**src/rtl/store_buffer_if.sv**
```systemverilog
// Core/memory-side bundle for the posted-write store buffer.
// The buffer uses the slave view; the core/memory model drives the master view.
interface store_buffer_if #(
   parameter int DEPTH  = 4,
   parameter int ADDR_W = 32,
   parameter int DATA_W = 32
);
   localparam int CNT_W = $clog2(DEPTH) + 1;

   logic              cpu_we;
   logic [ADDR_W-1:0] cpu_addr;
   logic [DATA_W-1:0] cpu_wdata;
   logic              cpu_stall;
   logic [ADDR_W-1:0] ld_addr;
   logic              fwd_hit;
   logic [DATA_W-1:0] fwd_data;
   logic              mem_valid;
   logic [ADDR_W-1:0] mem_addr;
   logic [DATA_W-1:0] mem_wdata;
   logic              mem_ready;
   logic [CNT_W-1:0]  count;
   logic              empty;

   modport master (
      output cpu_we, cpu_addr, cpu_wdata, ld_addr, mem_ready,
      input  cpu_stall, fwd_hit, fwd_data, mem_valid, mem_addr, mem_wdata, count, empty
   );

   modport slave (
      input  cpu_we, cpu_addr, cpu_wdata, ld_addr, mem_ready,
      output cpu_stall, fwd_hit, fwd_data, mem_valid, mem_addr, mem_wdata, count, empty
   );
endinterface

```
**src/rtl/store_buffer.sv**
```systemverilog
// Posted-write store buffer: in-order drain to memory plus youngest-match load forwarding.
// Optional STORE_COALESCE_EN merges a store into a matching non-head entry in place.
module store_buffer #(
   parameter int DEPTH  = 4,
   parameter int ADDR_W = 32,
   parameter int DATA_W = 32
) (
   input logic         clk,
   input logic         rst,
   store_buffer_if.slave bus
);
   localparam int PTR_W = $clog2(DEPTH);
   localparam int CNT_W = PTR_W + 1;
   localparam int WA_W  = ADDR_W - 2;
   localparam logic [CNT_W-1:0] FULL_CNT = CNT_W'(DEPTH);

   logic [WA_W-1:0]   r_addr [DEPTH];
   logic [DATA_W-1:0] r_data [DEPTH];
   logic [DEPTH-1:0]  r_valid;
   logic [PTR_W-1:0]  r_wrPtr;
   logic [PTR_W-1:0]  r_rdPtr;
   logic [CNT_W-1:0]  r_count;

   logic              w_full;
   logic              w_empty;
   logic              w_push;
   logic              w_pop;
   logic              w_merge;
   logic              w_mergeHit;
   logic [PTR_W-1:0]  w_mergeIdx;
   logic              w_fwdHit;
   logic [DATA_W-1:0] w_fwdData;
   logic [3:0]        w_unusedBits;

   function automatic logic [PTR_W-1:0] ageIdx(input logic [PTR_W-1:0] base, input int off);
      return base + PTR_W'(off);
   endfunction

   assign w_full  = (r_count == FULL_CNT);
   assign w_empty = (r_count == '0);
   assign w_pop   = !w_empty && bus.mem_ready;
   assign w_merge = bus.cpu_we && w_mergeHit;
   assign w_push  = bus.cpu_we && !w_full && !w_mergeHit;

`ifdef STORE_COALESCE_EN
   // The head is excluded so the entry on the memory handshake never changes under it.
   always_comb begin
      w_mergeHit = 1'b0;
      w_mergeIdx = '0;
      for (int i = 1; i < DEPTH; i++) begin
         if (r_valid[ageIdx(r_rdPtr, i)] &&
             r_addr[ageIdx(r_rdPtr, i)] == bus.cpu_addr[ADDR_W-1:2]) begin
            w_mergeHit = 1'b1;
            w_mergeIdx = ageIdx(r_rdPtr, i);
         end
      end
   end
`else
   assign w_mergeHit = 1'b0;
   assign w_mergeIdx = '0;
`endif

   // Oldest-to-youngest scan; a later match overrides, leaving the youngest store's data.
   always_comb begin
      w_fwdHit  = 1'b0;
      w_fwdData = '0;
      for (int i = 0; i < DEPTH; i++) begin
         if (r_valid[ageIdx(r_rdPtr, i)] &&
             r_addr[ageIdx(r_rdPtr, i)] == bus.ld_addr[ADDR_W-1:2]) begin
            w_fwdHit  = 1'b1;
            w_fwdData = r_data[ageIdx(r_rdPtr, i)];
         end
      end
   end

   always_ff @(posedge clk or negedge rst) begin
      if (!rst) begin
         r_wrPtr <= '0;
         r_rdPtr <= '0;
         r_count <= '0;
         r_valid <= '0;
      end else begin
         if (w_pop) begin
            r_valid[r_rdPtr] <= 1'b0;
            r_rdPtr          <= r_rdPtr + PTR_W'(1);
         end
         if (w_push) begin
            r_valid[r_wrPtr] <= 1'b1;
            r_wrPtr          <= r_wrPtr + PTR_W'(1);
         end
         case ({w_push, w_pop})
            2'b10:   r_count <= r_count + CNT_W'(1);
            2'b01:   r_count <= r_count - CNT_W'(1);
            default: r_count <= r_count;
         endcase
      end
   end

   // Payload storage needs no reset: the valid bits decide what is observable.
   always_ff @(posedge clk) begin
      if (w_push) begin
         r_addr[r_wrPtr] <= bus.cpu_addr[ADDR_W-1:2];
         r_data[r_wrPtr] <= bus.cpu_wdata;
      end
      if (w_merge) begin
         r_data[w_mergeIdx] <= bus.cpu_wdata;
      end
   end

   assign bus.cpu_stall = bus.cpu_we && w_full && !w_mergeHit;
   assign bus.fwd_hit   = w_fwdHit;
   assign bus.fwd_data  = w_fwdData;
   assign bus.mem_valid = !w_empty;
   assign bus.mem_addr  = {r_addr[r_rdPtr], 2'b00};
   assign bus.mem_wdata = r_data[r_rdPtr];
   assign bus.count     = r_count;
   assign bus.empty     = w_empty;

   assign w_unusedBits  = {bus.cpu_addr[1:0], bus.ld_addr[1:0]};
endmodule

```
**src/flat_wrapper.sv**
```systemverilog
// flat-port wrapper written by rule: the top's interface ports become plain ports
module store_buffer_flat 
#(
   parameter int DEPTH  = 4,
   parameter int ADDR_W = 32,
   parameter int DATA_W = 32
)
  (clk, rst, bus_cpu_we, bus_cpu_addr, bus_cpu_wdata, bus_ld_addr, bus_mem_ready, bus_cpu_stall, bus_fwd_hit, bus_fwd_data, bus_mem_valid, bus_mem_addr, bus_mem_wdata, bus_count, bus_empty);
  store_buffer_if #(.DEPTH(DEPTH), .ADDR_W(ADDR_W), .DATA_W(DATA_W)) bus_i ();
  input logic clk;
  input logic rst;
  input wire logic [$bits(bus_i.cpu_we)-1:0] bus_cpu_we;
  input wire logic [$bits(bus_i.cpu_addr)-1:0] bus_cpu_addr;
  input wire logic [$bits(bus_i.cpu_wdata)-1:0] bus_cpu_wdata;
  input wire logic [$bits(bus_i.ld_addr)-1:0] bus_ld_addr;
  input wire logic [$bits(bus_i.mem_ready)-1:0] bus_mem_ready;
  output wire logic [$bits(bus_i.cpu_stall)-1:0] bus_cpu_stall;
  output wire logic [$bits(bus_i.fwd_hit)-1:0] bus_fwd_hit;
  output wire logic [$bits(bus_i.fwd_data)-1:0] bus_fwd_data;
  output wire logic [$bits(bus_i.mem_valid)-1:0] bus_mem_valid;
  output wire logic [$bits(bus_i.mem_addr)-1:0] bus_mem_addr;
  output wire logic [$bits(bus_i.mem_wdata)-1:0] bus_mem_wdata;
  output wire logic [$bits(bus_i.count)-1:0] bus_count;
  output wire logic [$bits(bus_i.empty)-1:0] bus_empty;
  assign bus_i.cpu_we = bus_cpu_we;
  assign bus_i.cpu_addr = bus_cpu_addr;
  assign bus_i.cpu_wdata = bus_cpu_wdata;
  assign bus_i.ld_addr = bus_ld_addr;
  assign bus_i.mem_ready = bus_mem_ready;
  assign bus_cpu_stall = bus_i.cpu_stall;
  assign bus_fwd_hit = bus_i.fwd_hit;
  assign bus_fwd_data = bus_i.fwd_data;
  assign bus_mem_valid = bus_i.mem_valid;
  assign bus_mem_addr = bus_i.mem_addr;
  assign bus_mem_wdata = bus_i.mem_wdata;
  assign bus_count = bus_i.count;
  assign bus_empty = bus_i.empty;
  store_buffer #(.DEPTH(DEPTH), .ADDR_W(ADDR_W), .DATA_W(DATA_W)) u_core (.clk(clk), .rst(rst), .bus(bus_i));
endmodule
```
**config.mk**
```make
export PLATFORM = sky130hd
export DESIGN_NAME = store_buffer_flat
export DESIGN_NICKNAME = d
export VERILOG_FILES = /design/src/rtl/store_buffer_if.sv /design/src/rtl/store_buffer.sv /design/src/flat_wrapper.sv
export SDC_FILE = /design/constraint.sdc
export NUM_CORES = 1
export LEC_CHECK = 0
export CORE_MARGIN = 5
export CORE_UTILIZATION = 59
export CTS_BUF_LIST = sky130_fd_sc_hd__clkbuf_16
export DETAILED_ROUTE_END_ITERATION = 10
export DONT_BUFFER_PORTS = 1
export PLACE_DENSITY = 0.83
export SYNTH_ARGS = -nofsm -noshare
export SYNTH_HDL_FRONTEND = slang
export SYNTH_SLANG_ARGS = --single-unit
```
**constraint.sdc**
```tcl
create_clock -name clk -period 8.38 [get_ports clk]
set_input_delay 0.838 -clock clk [delete_from_list [all_inputs] [get_ports clk]]
set_output_delay 0.838 -clock clk [all_outputs]
set_load 0.01 [all_outputs]
```
==> Word-level counts from Yosys, hierarchy flattened <==
Memories as Yosys holds them, arrays and structs flattened.
Index checks and enable logic that the tools add are counted.
{ "op_classes": {"addsub": 6, "n_mul": 0, "n_div": 0, "magnitude_cmp": 7, "eq_ne": 7, "shifts": 0, "n_mux": 25, "bitwise": 3, "reduce_logical": 13} }
{ "ops": {"columns": ["op", "count"], "rows": [
  ["2-to-1 mux 32 bit", 4],
  ["equality test 30 bit", 4],
  ["less-than comparator 2 x 3 -> 1 bit, second input constant", 5],
  ["2-to-1 mux 1 bit", 12],
  ["logical AND 1 bit", 9],
  ["binary-select mux 1 bit (select 2 bit)", 4],
  ["2-to-1 mux 4 bit", 2],
  ["case mux 3 bit (2 select lines)", 1],
  ["adder 2 x 1 -> 2 bit, second input constant", 2],
  ["adder 2 bit, second input constant", 2],
  ["AND 4 bit", 1],
  ["demux 1 bit (select 2 bit)", 2],
  ["greater-or-equal comparator 2 x 1 -> 1 bit, second input constant", 2],
  ["NOT 4 bit", 1],
  ["bitwise OR 4 bit", 1],
  ["adder 3 x 1 -> 3 bit, second input constant", 1],
  ["equality test 3 bit, second input constant", 1],
  ["logical NOT 3 bit", 1],
  ["subtractor 3 x 1 -> 3 bit, second input constant", 1],
  ["equality test 2 x 1 -> 1 bit, second input constant", 1],
  ["equality test 2 bit, second input constant", 1],
  ["logical NOT 1 bit", 2],
  ["nonzero test 2 bit", 1]
]} }
{ "totals": {"reg_bits": 11, "latchBits": 0, "mem_bits_rw": 248, "romBits": 0, "in_bits": 100, "out_inout_bits": 103, "word_cells": 67, "n_memories": 2} }
{ "memory_table": {"columns": ["memory", "words", "word_bits", "read_ports", "rd_clocked_by_memory_dff", "wr", "line", "rtl"], "rows": [
  ["u_core.r_data", 4, 32, 4, 0, 1, "store_buffer.sv:18", "logic [DATA_W-1:0] r_data [DEPTH];"],
  ["u_core.r_addr", 4, 30, 4, 0, 1, "store_buffer.sv:17", "logic [WA_W-1:0] r_addr [DEPTH];"]
]} }

==> Logic depth before layout (Yosys ltp) <==
Gate-level depths: netlist of the first run.
{ "logic_depth": {"ltp_word": 9, "depth_mapped": 21, "ltp_nobuf": 10} }

==> Least setup slack after synthesis of the first run <==
Ideal clock, no wire load.
{ "synth_timing": {"path_type": "flip-flop to output port", "start": "register u_core.r_rdPtr[1]", "end": "output bus_fwd_data[20]", "t_arrival_ns": 4.908, "required_ns": 7.542, "path_slack_ns": 2.634, "path_stages_with_launch": 22, "path_buffers": 11, "path_cell_list": "dfrtp_1 > buf_2 > buf_1 > buf_1 > clkbuf_1 > clkbuf_1 > inv_1 > ha_1 > buf_6 > buf_6 > buf_6 > buf_2 > mux2i_1 > o22ai_1 > o32ai_1 > o21ai_0 > nor4_2 > and2_0 > buf_2 > buf_6 > o211ai_1 > a31oi_1"} }
{ "synth_between": {"elab_chain_len": 7, "word_cells_on_any_way": 25, "classes_between": "add/sub (3); eq/ne (4); mux (12); reduce/logical (4); memory (2)"} }
{ "synth_lines": {"columns": ["item", "line", "rtl"], "rows": [
  ["from (decl)", "store_buffer.sv:21", "logic [PTR_W-1:0] r_rdPtr;"],
  ["from (signal assigned)", "store_buffer.sv:85", "r_rdPtr <= r_rdPtr + PTR_W'(1);"],
  ["adder 2 x 1 -> 2 bit, or another cell as far along", "store_buffer.sv:36", "return base + PTR_W'(off);"],
  ["memory (4 x 30 bit), or another cell as far along", null, null],
  ["equality test 30 bit, or another cell as far along", "store_buffer.sv:69", "r_addr[ageIdx(r_rdPtr, i)] == bus.ld_addr[ADDR_W-1:2]) begin"],
  ["logical AND 1 bit or 2-to-1 mux 32 bit (tied branches)", "store_buffer.sv:68", "if (r_valid[ageIdx(r_rdPtr, i)] &&"],
  ["2-to-1 mux 32 bit (2 in a row)", "store_buffer.sv:68", null],
  ["2-to-1 mux 32 bit *", "store_buffer.sv:68", null],
  ["to (decl)", "flat_wrapper.sv:19", "output wire logic [$bits(bus_i.fwd_data)-1:0] bus_fwd_data;"]
]} }
Mark *: on every way between the ends. The rest lies on a longest branch, timed or not. The select of a mux whose other input is x is not followed.

==> Final worst setup path of the first run <==
{ "layout_timing": {"start": "register u_core.r_rdPtr[0]", "end": "output bus_fwd_data[6]"} }
Same word-level chain as after synthesis.

==> results of run 1 <==
## flip-flops by register name, summed over array words and instances (netlist names)
| register | count |
|---|---|
| u_core.r_data | 128 |
| u_core.r_addr | 120 |
| u_core.r_valid | 4 |
| u_core.bus.count | 3 |
| u_core.r_wrPtr | 2 |
| u_core.r_rdPtr | 2 |
## synthesized netlist by cell type, types with 4 or more instances
master,n,area share
a211oi_1,4,0.0018
a21o_1,4,0.0018
a21oi_1,4,0.0012
a31oi_1,30,0.011
and2_1,5,0.0018
buf_1,10,0.0022
buf_2,40,0.012
buf_4,7,0.0031
buf_6,8,0.0053
clkbuf_1,37,0.0081
dfrtp_1,11,0.016
edfxtp_1,248,0.44
ha_1,9,0.0066
inv_1,17,0.0037
mux2_1,10,0.0066
mux2_2,27,0.018
mux2i_1,41,0.024
mux4_2,232,0.31
nand2_1,11,0.0024
nand3_1,38,0.011
nand4_1,21,0.0077
nor2_1,41,0.0090
nor4_1,8,0.0029
o211ai_1,32,0.014
o21ai_0,8,0.0023
o22ai_1,10,0.0037
xnor2_1,102,0.052
xor2_1,16,0.0082
## cells by family after synthesis
kind of cell | count (synthesis)
AND/OR/NAND/NOR | 142
multiplexers | 311
buffers and inverters | 120
AO/OA/AOI/OAI | 114
XOR/XNOR | 118
flip-flops | 259
other | 1
adder cells (fa/ha/maj) | 10
## critical path, stage by stage (launching register included)
cell	delay, ns
dfrtp_4	0.77
clkinv_1	0.12
buf_4	0.25
ha_4	0.61
buf_12	0.33
mux4_2	0.55
xnor2_1	0.35
nand4_1	0.17
nor4_2	0.59
and2_1	0.65
buf_4	0.40
o211ai_1	0.14
a31oi_1	0.49
## metrics by stage
stage / instances / utilization
5_1_grt: 1428 / 0.636
2_1_floorplan: 1076 / -
4_1_cts: 1428 / 0.636
6_report: 1428 / 0.636
3_3_place_gp: 1375 / 0.603
3_5_place_dp: 1375 / 0.603
## cell type report
cell class              count  share of cell area
multi-input cells         697               0.485
flip-flops and latches    259               0.425
repair buffers             18             0.00894
well taps                 384              0.0264
clock buffers              28              0.0385
clock inverters            24              0.0125
inverters                  18             0.00371
## layout by cell type, fill, tap and decap left out, types with 3 or more instances in the layout
cell	instances
mux2i_1	41
nor3_1	3
a211oi_1	4
mux2_1	10
clkbuf_16	28
nor2_1	40
o211ai_1	32
buf_4	15
ha_1	8
nand3_1	38
a21o_1	4
xnor2_1	102
a211o_1	3
clkinvlp_4	4
dfrtp_1	9
edfxtp_1	248
nor4_2	3
o22ai_1	10
xor2_1	16
nand4_1	21
o2bb2ai_1	3
a31oi_1	30
clkinv_2	4
clkinv_1	9
mux2_2	27
mux4_2	232
and2_4	4
nand2_1	11
o21ai_0	8
nor4_1	6
inv_1	20
a21oi_1	4
bufinv_16	4
## worst paths after layout
path	endpoint	slack [ns]	depth (start not counted)
max in group asynchronous	u_core.r_rdPtr[0]	7.26	1
worst max register to register	u_core.r_addr[3][20]	5.93	3
worst min register to register	u_core.r_valid[1]	0.58	1
worst min-delay path	u_core.r_data[2][10]	0.37	0
min in group asynchronous	u_core.r_wrPtr[0]	0.70	1
worst max-delay path	bus_fwd_data[6]	1.53	12
## per-layer routing
metal | up-vias | share of wire | track usage
li1 | 4409 | - | -
met1 | 5455 | 0.36 | 0.338
met2 | 673 | 0.48 | 0.407
met3 | 87 | 0.13 | 0.0868
met4 | 0 | 0.034 | 0.0814
met5 | - | 0 | 0
## what timing repair did
| item | CTS | global route |
|---|---|---|
| endpoints found under the hold margin | 11 | 0 |
| setup buffers | 0 | 0 |
| hold buffers | 1 | 0 |
## power groups by stage
stage | Combinational, mW | Clock [mW] | Sequential [mW]
floorplan | 3.38 | 0 | 1.89
global placement | 3.89 | 0 | 2.00
detailed placement | 3.95 | 0 | 2.04
CTS | 3.98 | 1.25 | 2.01
global route | 4.22 | 1.31 | 2.06
finish | 3.97 | 1.24 | 2.02
==> results_dict.tcl, run 1 <==
set metrics [dict create \
    power_frac_comb 0.548 \
    fin_tns_setup_ns 0 \
    finalWorstSetupSlack_ns 1.53 \
    synth-seq-cells 259 \
    die_h_um 180 \
    synth-edff-count 248 \
    min_period_ns 6.85 \
    wl_um 42400 \
    r2r-start "u_core.bus.count[0]" \
    grt_pass1_wl_um 65300 \
    cp_data_required_time_ns 7.54 \
    whs_ns 0.368 \
    final.setup_skew_ns 0.0131 \
    filler_cell_count 1971 \
    worstHoldPathType "input pin to register" \
    cp-end-kind "output port" \
    p_leak_nw 5.62 \
    fin_nets 1132 \
    grtUsageTotal 0.256 \
    max_freq_ghz 0.146 \
    seq_area_frac_synth 0.452 \
    drtAntennaViolNets 0 \
    cp.arrival_ns 6.01 \
    drt_iter0_drc 1309 \
    die_w_um 180 \
    ios 203 \
    drc 0 \
    power.density_nw_per_um2 397 \
    dieArea_sq_um 32500 \
    start_util 0.597 \
    cts_buffers 28 \
    start_kind "register" \
    grt-ovfl-total 0 \
    report.power.total_mw 7.23 \
    synth_top_family_by_area "multiplexers" \
    synth_simple_gate_area_frac 0.0427 \
    path_class "register to output port" \
    cts_root_buf "clkbuf_16" \
    internal_power_mw 4.49 \
    antenna_found_initial 0 \
    p_switching_mw 2.74 \
    cap_viol_max_count 0 \
    cts_htree_levels 1 \
    vias_per_cell 7.44 \
    rsz0062_at_grt "false" \
    setup_viol 0 \
    seq_area_sq_um 7730 \
    crit_start "u_core.r_rdPtr[0]" \
    tightest_slew_ns 1.12 \
    yosys-mux-area-fraction 0.355 \
    coreArea_sq_um 28600 \
    syn_avg_cell_area_sq_um 15.9 \
    relSlewSlack 0.255 \
    placed_cell_area_sq_um 17300 \
    clkPwrFrac 0.172 \
    cts_sinks 259 \
    worstHoldStart "bus_cpu_wdata[10]" \
    timing.final.crit_share 0.818 \
    yosys.area_share.adder 0.00776 \
    async_flop_share 0.0425 \
    synthesis.area_sq_um 17100 \
    seqPwrFrac 0.280 \
    cts.reportedPaths.clkPinSlew_ns 0.07 \
    slew_viol_final 0 \
    hold_viol 0 \
    dp_hpwl_um 27800 \
    numPortBuffers 0 \
    tritoncts "done" \
    via_count 10600 \
    layout-drive-gt1-share 0.321 \
    drtPass1Iterations 5 \
    routedWlPerCell_um 29.7 \
    synthXorXnorAreaFrac 0.0605 \
    grt_pass1_vias 10700 \
    synth_ff_type "edfxtp_1" \
    diodes 0 \
    cts.repair.resized 0 \
    gp_congestion 0.913 \
    clock_latency_ns 0.56 \
    synth_compound_area_frac 0.0477 \
    area_delta_synth_final_pct 6.49 \
    yosys.cell_types.count 58 \
    ys_warn_count 0 \
    pre_cts_slack_ns 2.09 \
    clockBufferDepth 3 \
    syn_inst 1075 \
    stdcell_area_sq_um 18200 \
    grt_max_degree 119 \
    ir_drop_uv 323 \
    crit_fanout 39 \
    num_rows 62 \
    multi_input_area_sq_um 8830 \
    status "finished, final reports clean" \
    swShare 0.379 \
]
Power figures use the tool's default switching activity.
==> run 2: changes to the inputs <==
--- a/config.mk
+++ b/config.mk
@@ -10,7 +10,7 @@
 export CTS_BUF_LIST = sky130_fd_sc_hd__clkbuf_16
 export DETAILED_ROUTE_END_ITERATION = 10
 export DONT_BUFFER_PORTS = 1
-export PLACE_DENSITY = 0.83
+export PLACE_DENSITY = 0.86
 export SYNTH_ARGS = -nofsm -noshare
 export SYNTH_HDL_FRONTEND = slang
 export SYNTH_SLANG_ARGS = --single-unit
==> constraint.sdc (replaced) <==
create_clock -name clk -period 6.2 [get_ports clk]
set_input_delay 0.62 -clock clk [delete_from_list [all_inputs] [get_ports clk]]
set_output_delay 0.62 -clock clk [all_outputs]
set_load 0.01 [all_outputs]
==> run 2 against run 1 <==
Compared with the run above:
- sequential power grew 30%
- via count up 1.3%
- first-iteration DRC count shrank 4.8%
- routed wire length decreased by 0.75%
- critical path depth shrank 2
- clock power is 44% higher
- utilization up 1.0 points
- combinational power increased by 38%
==> results_dict.tcl, run 2 (same netlist as run 1, synthesis figures left out) <==
set metrics [dict create \
    status "finished, final reports clean" \
    finalNonFillerCells 1457 \
    layout-drive-gt1-share 0.342 \
    power.density_nw_per_um2 535 \
    slew_viol_final 0 \
    die_h_um 180 \
    p_leak_nw 5.82 \
    post-route-util 0.646 \
    grt_max_degree 136 \
    via_count 10800 \
    numPortBuffers 0 \
    reg2reg_setup_slack_ns 3.66 \
    path_class "register to output port" \
    rsz0062_at_grt "false" \
    drtPass1Iterations 7 \
    die_w_um 180 \
    dp_hpwl_um 27500 \
    grt_pass1_wl_um 65300 \
    grt_pass1_vias 10800 \
    drtAntennaViolNets 0 \
    regMostFlops "u_core.r_data" \
    routedWlPerCell_um 28.9 \
    top_layer "met4" \
    postCtsSetupRepairBufs 0 \
    grtUsageTotal 0.255 \
    cts_root_buf "clkbuf_16" \
    tritoncts "done" \
    final_cell_mix "edfxtp_1, mux4_2, xnor2_1" \
    reg_top3 "u_core.r_data: 128 flops, u_core.r_addr: 120 flops, u_core.r_valid: 4 flops" \
    relSlewSlack 0.274 \
    seqPwrFrac 0.266 \
    hold_viol 0 \
    crit_fanout 104 \
    min_period_ns 5.92 \
    drt_iter0_drc 1246 \
    power_frac_comb 0.554 \
    final.setup_skew_ns 0.0168 \
    cp_data_required_time_ns 5.58 \
    wl_met3_um 4900 \
    ios 203 \
    cp.arrival_ns 5.30 \
    cts.reportedPaths.clkPinSlew_ns 0.07 \
    fin_nets 1160 \
    drc 0 \
    ir_drop_uv 466 \
    cts_htree_levels 1 \
    worstHoldPathType "input pin to register" \
    swShare 0.372 \
    setup_viol 0 \
    cp-end-kind "output port" \
    start_util 0.597 \
    cts_sinks 259 \
    clock_latency_ns 0.55 \
    cts_buffers 28 \
    met2_length_um 20600 \
    gp_congestion 0.940 \
    vias_per_cell 7.39 \
    clockBufferDepth 3 \
    tightest_slew_ns 1.09 \
    layout_commonest_cell "edfxtp_1" \
    internal_power_mw 6.21 \
    wl_um 42100 \
    dp.cells 1403 \
    fin_tns_setup_ns 0 \
    start_kind "register" \
    num_rows 62 \
    timing.final.crit_share 0.954 \
    cap_viol_max_count 0 \
    area_delta_synth_final_pct 8.23 \
    largest_register_ffs 128 \
    m1WireLength_um 14800 \
    clkPwrFrac 0.180 \
    dieArea_sq_um 32500 \
    p_switching_mw 3.69 \
    max_freq_ghz 0.169 \
    coreArea_sq_um 28600 \
    antenna_found_initial 1 \
    grt-ovfl-total 0 \
]
run 2: cell types whose count changed in the layout (fill, tap and decap cells not counted), moves of 2 or more:
cell,delta
buf_4,+27
clkinv_4,+3
clkinv_1,-5
bufinv_16,+2
run 2: final cells by class:
| type | instances | area [sq um] |
|---|---|---|
| Sequential cell | 259 | 7730 |
| Timing Repair Buffer | 46 | 385 |
| Antenna cell | 1 | 2.50 |
| Clock inverter | 23 | 275 |
| Tap cell | 384 | 480 |
| Inverter | 18 | 67.6 |
| Fill cell | 1947 | 10100 |
| Multi-Input combinational cell | 697 | 8830 |
| Clock buffer | 29 | 726 |
run 2: final timing paths:
check | from | end | depth (start not counted)
setup / recovery | u_core.r_rdPtr[0] | bus_fwd_data[15] | 10
hold / removal | bus_cpu_addr[22] | u_core.r_addr[2][20] | 0
min in group asynchronous | rst | u_core.r_valid[1] | 1
max in group asynchronous | rst | u_core.r_rdPtr[0] | 1
setup reg to reg | u_core.bus.count[0] | u_core.r_data[1][4] | 3
hold reg to reg | u_core.r_valid[0] | u_core.r_valid[0] | 1
run 2: metal layers:
layer | vias up | GRT usage
met4 | 0 | 0.0935
met5 | - | 0
met1 | 5522 | 0.333
met3 | 118 | 0.0816
met2 | 654 | 0.409
li1 | 4469 | -
run 2: per-stage QoR:
step / setup WS (ns) / instance area (sq um) / power (mW) / hold slack (ns)
floorplan: 0.672 / 17100 / 7.13 / 0.324
global placement: 1.13 / 17500 / 8.00 / 0.325
detailed placement: 1.05 / 17500 / 8.13 / 0.325
CTS: 0.393 / 18500 / 9.94 / 0.151
global route: 0.0242 / 18500 / 10.4 / 0.148
finish: 0.284 / 18500 / 9.90 / 0.156
run 2: critical path: stages, from the launching register on:
cell	delay, ns
dfrtp_4	0.42
buf_12	0.53
buf_4	0.73
mux4_2	0.60
xnor2_1	0.43
nand4_1	0.24
nor4_2	0.53
buf_4	0.50
nand3_1	0.17
a31oi_1	0.31
buf_4	0.18
run 2: repair_timing:
item	CTS	global route
gates resized for setup	0	0
hold buffers	1	0
hold endpoints to repair	11	0
run 2: power groups by stage:
stage | Sequential, mW | Clock (mW) | Combinational (mW)
after floorplan | 2.56 | 0 | 4.57
after global placement | 2.61 | 0 | 5.39
after detailed placement | 2.65 | 0 | 5.47
after CTS | 2.62 | 1.80 | 5.52
after global routing | 2.67 | 1.88 | 5.88
final | 2.63 | 1.78 | 5.49
==> edit, RTL diff (settings of run 2) <==
`DATA_W` is set to 32 in 3 places; all go to 64.
--- a/src/rtl/store_buffer_if.sv
+++ b/src/rtl/store_buffer_if.sv
@@ -5,3 +5,3 @@
    parameter int ADDR_W = 32,
-   parameter int DATA_W = 32
+   parameter int DATA_W = 64
 );
--- a/src/rtl/store_buffer.sv
+++ b/src/rtl/store_buffer.sv
@@ -5,3 +5,3 @@
    parameter int ADDR_W = 32,
-   parameter int DATA_W = 32
+   parameter int DATA_W = 64
 ) (
--- a/src/flat_wrapper.sv
+++ b/src/flat_wrapper.sv
@@ -5,3 +5,3 @@
    parameter int ADDR_W = 32,
-   parameter int DATA_W = 32
+   parameter int DATA_W = 64
 )
Ports: changed (resized bus_cpu_wdata, bus_fwd_data and bus_mem_wdata); port bits go from 203 to 299. The function was not compared with the original's and may differ.
==> edit against run 2 <==
Final cell count up 40%; worst setup slack worse by 0.024 ns; non-clock buffer count down 3; sequential cell count up 128; critical path depth up 1; synthesized area up 46%; sequential share of layout area up 1.4 points; die area up 44%; highest routed layer is now met5; total power up 42%; clock power up 36%; largest cell class unchanged; largest power group unchanged; design area up 45%; wire length up 49%; global-route usage up 1.2 points.
==> edit: results (changes against run 2) <==
Placement
  – GP Congestion: 0.915 (-2.6%)
  – Final HPWL DP: 39600 µm (+44%)
  – DP Area: 25400 µm² (+45%)

Yosys
  – Post-synth top cells: edfxtp_1 (376), mux4_2 (363), xnor2_1 (94)
  – Ranking of synthesized cells by area: edfxtp_1 (45%), mux4_2 (33%), mux2i_1 (3.4%)
  – Main synth FF type: edfxtp_1
  – Netlist cell types: 52 (-10%)
  – Number of synthesized flops with an enable pin: 376 (+52%)
  – Sequential element share of the synthesized area: 46.2% (+1.1 points)
  – FFs w/ async S/R, synth: 2.84% (-1.4 points)
  – Yosys warning count: 0 (unchanged)

Min path
  – Min-delay src: bus_cpu_wdata[14]
  – Worst hold path class: in2reg

Cells and area
  – Nets@finish: 1620 (+40%)
  – Share of cells above drive strength 1: 33.4% (-0.79 points)
  – Top flop regs: u_core.r_data: 256 flops, u_core.r_addr: 120 flops, u_core.r_valid: 4 flops
  – Fillers: 2781 (+43%)

Timing
  – Final Hold Fails: 0 (unchanged)
  – Skew final: 0.0139 ns (-0.00295 ns)
  – Worst Tran Pin Value: 1.14 ns (+0.0471 ns)

Setup path
  – RR Startpoint: u_core.bus.count[0]
  – WP data arrival: 5.32 ns (+0.02 ns)
  – Worst Path Max Fanout: 18 (-83%)
  – Worst path slowest cell: or4_1
  – Slowest stage delay, CP: 0.78 ns (+0.05 ns)
  – Top Family by Delay on Critical Path: compound AO/OA/AOI/OAI gates

Detailed routing
  – DR pass1 iterations: 5 (-2)
  – DR WL/cell: 30.8 µm (+6.5%)
  – DRT iter0 DRCs: 1623 (+30%)
  – Vias per cell: 7.58 (+2.6%)

Global route
  – Vias in the first global route: 15.7k (+45%)
  – First-pass GRT wire length: 96100 µm (+47%)
  – Initial antenna violation count: 2 (+1)
  – GRT Overall Usage: 26.8% (+1.2 points)
  – Largest net degree at the start of global routing: 143 (+5.1%)

Clock network
  – CTS max path bufs: 3 (unchanged)
  – Clk pin slew, worst setup/hold paths: 0.07 ns (about the same)
  – CTS buffer count: 40 (+43%)
  – Htree depth: 2 (+1)

Run status
  – Status: completed

Power
  – Peak supply drop: 0.000493 V (+5.9%)
  – Static Leak: 8.52 nW (+46%)
  – Psw: 5.20 mW (+41%)
[edit: cell count changes in the layout (fill, tap and decap cells not counted), sizes merged, moves of 28 or more]
cell	delta
a31oi	-30
edfxtp	+128
inv	+52
mux2	-34
mux2i	+45
mux4	+131
nor3	+45
o211ai	-28
o21ai	+63
o22a	+47
[edit: through the flow]
stage	hold WS (ns)	cells	setup WS, ns
floorplan	0.324	1542	1.09
CTS	0.119	2033	0.0270
finish	0.153	2044	0.260
global placement	0.325	1963	0.659
global route	0.119	2043	0.0580
detailed placement	0.325	1963	0.610
[edit: kinds of logic after synthesis]
| logic type | Yosys count | synth area share [%] |
|---|---|---|
| buf+inv | 217 | 3.73 |
| mux | 453 | 36.3 |
| fa+ha+maj | 10 | 0.530 |
| xor+xnor | 117 | 4.10 |
| simple gates | 166 | 3.82 |
| other cells | 1 | 0.0150 |
| compound gates | 190 | 5.27 |
| flops | 387 | 46.2 |
[edit: final timing paths]
check | end | slack (ns) | cells after the start
worst max register to register | u_core.r_addr[3][18] | 3.07 | 4
min in group asynchronous | u_core.r_valid[3] | 0.51 | 1
worst max-delay path | bus_fwd_data[0] | 0.26 | 11
worst min register to register | u_core.r_valid[0] | 0.58 | 1
worst min-delay path | u_core.r_data[0][14] | 0.15 | 0
max in group asynchronous | u_core.r_rdPtr[1] | 5.23 | 1
[edit: cell type report]
type,count,area (µm²),share of cell area [%]
repair buffers,43,399,1.49
inverters,67,251,0.938
multi-input cells,939,12600,47.0
well taps,539,674,2.51
flip-flops and latches,387,11600,43.2
diodes,1,2.50,0.00933
clock inverters,27,284,1.06
clock buffers,41,1030,3.83
[edit: worst reg2reg max path, delay by kind of cell (launching register included)]
kind / cells / cell delay (ns)
buffers and inverters: 1 / 0.76
AO/OA/AOI/OAI: 1 / 0.50
flip-flops: 1 / 0.47
AND/OR/NAND/NOR: 2 / 0.97
[edit: metal layers]
layer	share of wire, %	GRT usage, %
met5	0.021	0
met4	3.5	9.31
met3	12	9.74
met2	50	44.8
met1	34	32.5
[edit: power groups by stage]
stage / clock (mW) / combinational, mW / sequential [mW]
2_1_floorplan: 0 / 6.32 / 3.82
3_3_place_gp: 0 / 7.36 / 3.87
3_5_place_dp: 0 / 7.54 / 3.95
4_1_cts: 2.45 / 7.59 / 3.90
5_1_grt: 2.59 / 8.23 / 3.98
6_report: 2.42 / 7.69 / 3.92
[edit: repair_timing]
action	4_1_cts	5_1_grt
setup buffers	0	10
gates resized for setup	0	1
pin swaps	0	1
setup endpoints to repair	18	46
gates cloned	1	0
hold buffers	1	0
endpoints found under the hold margin	11	0
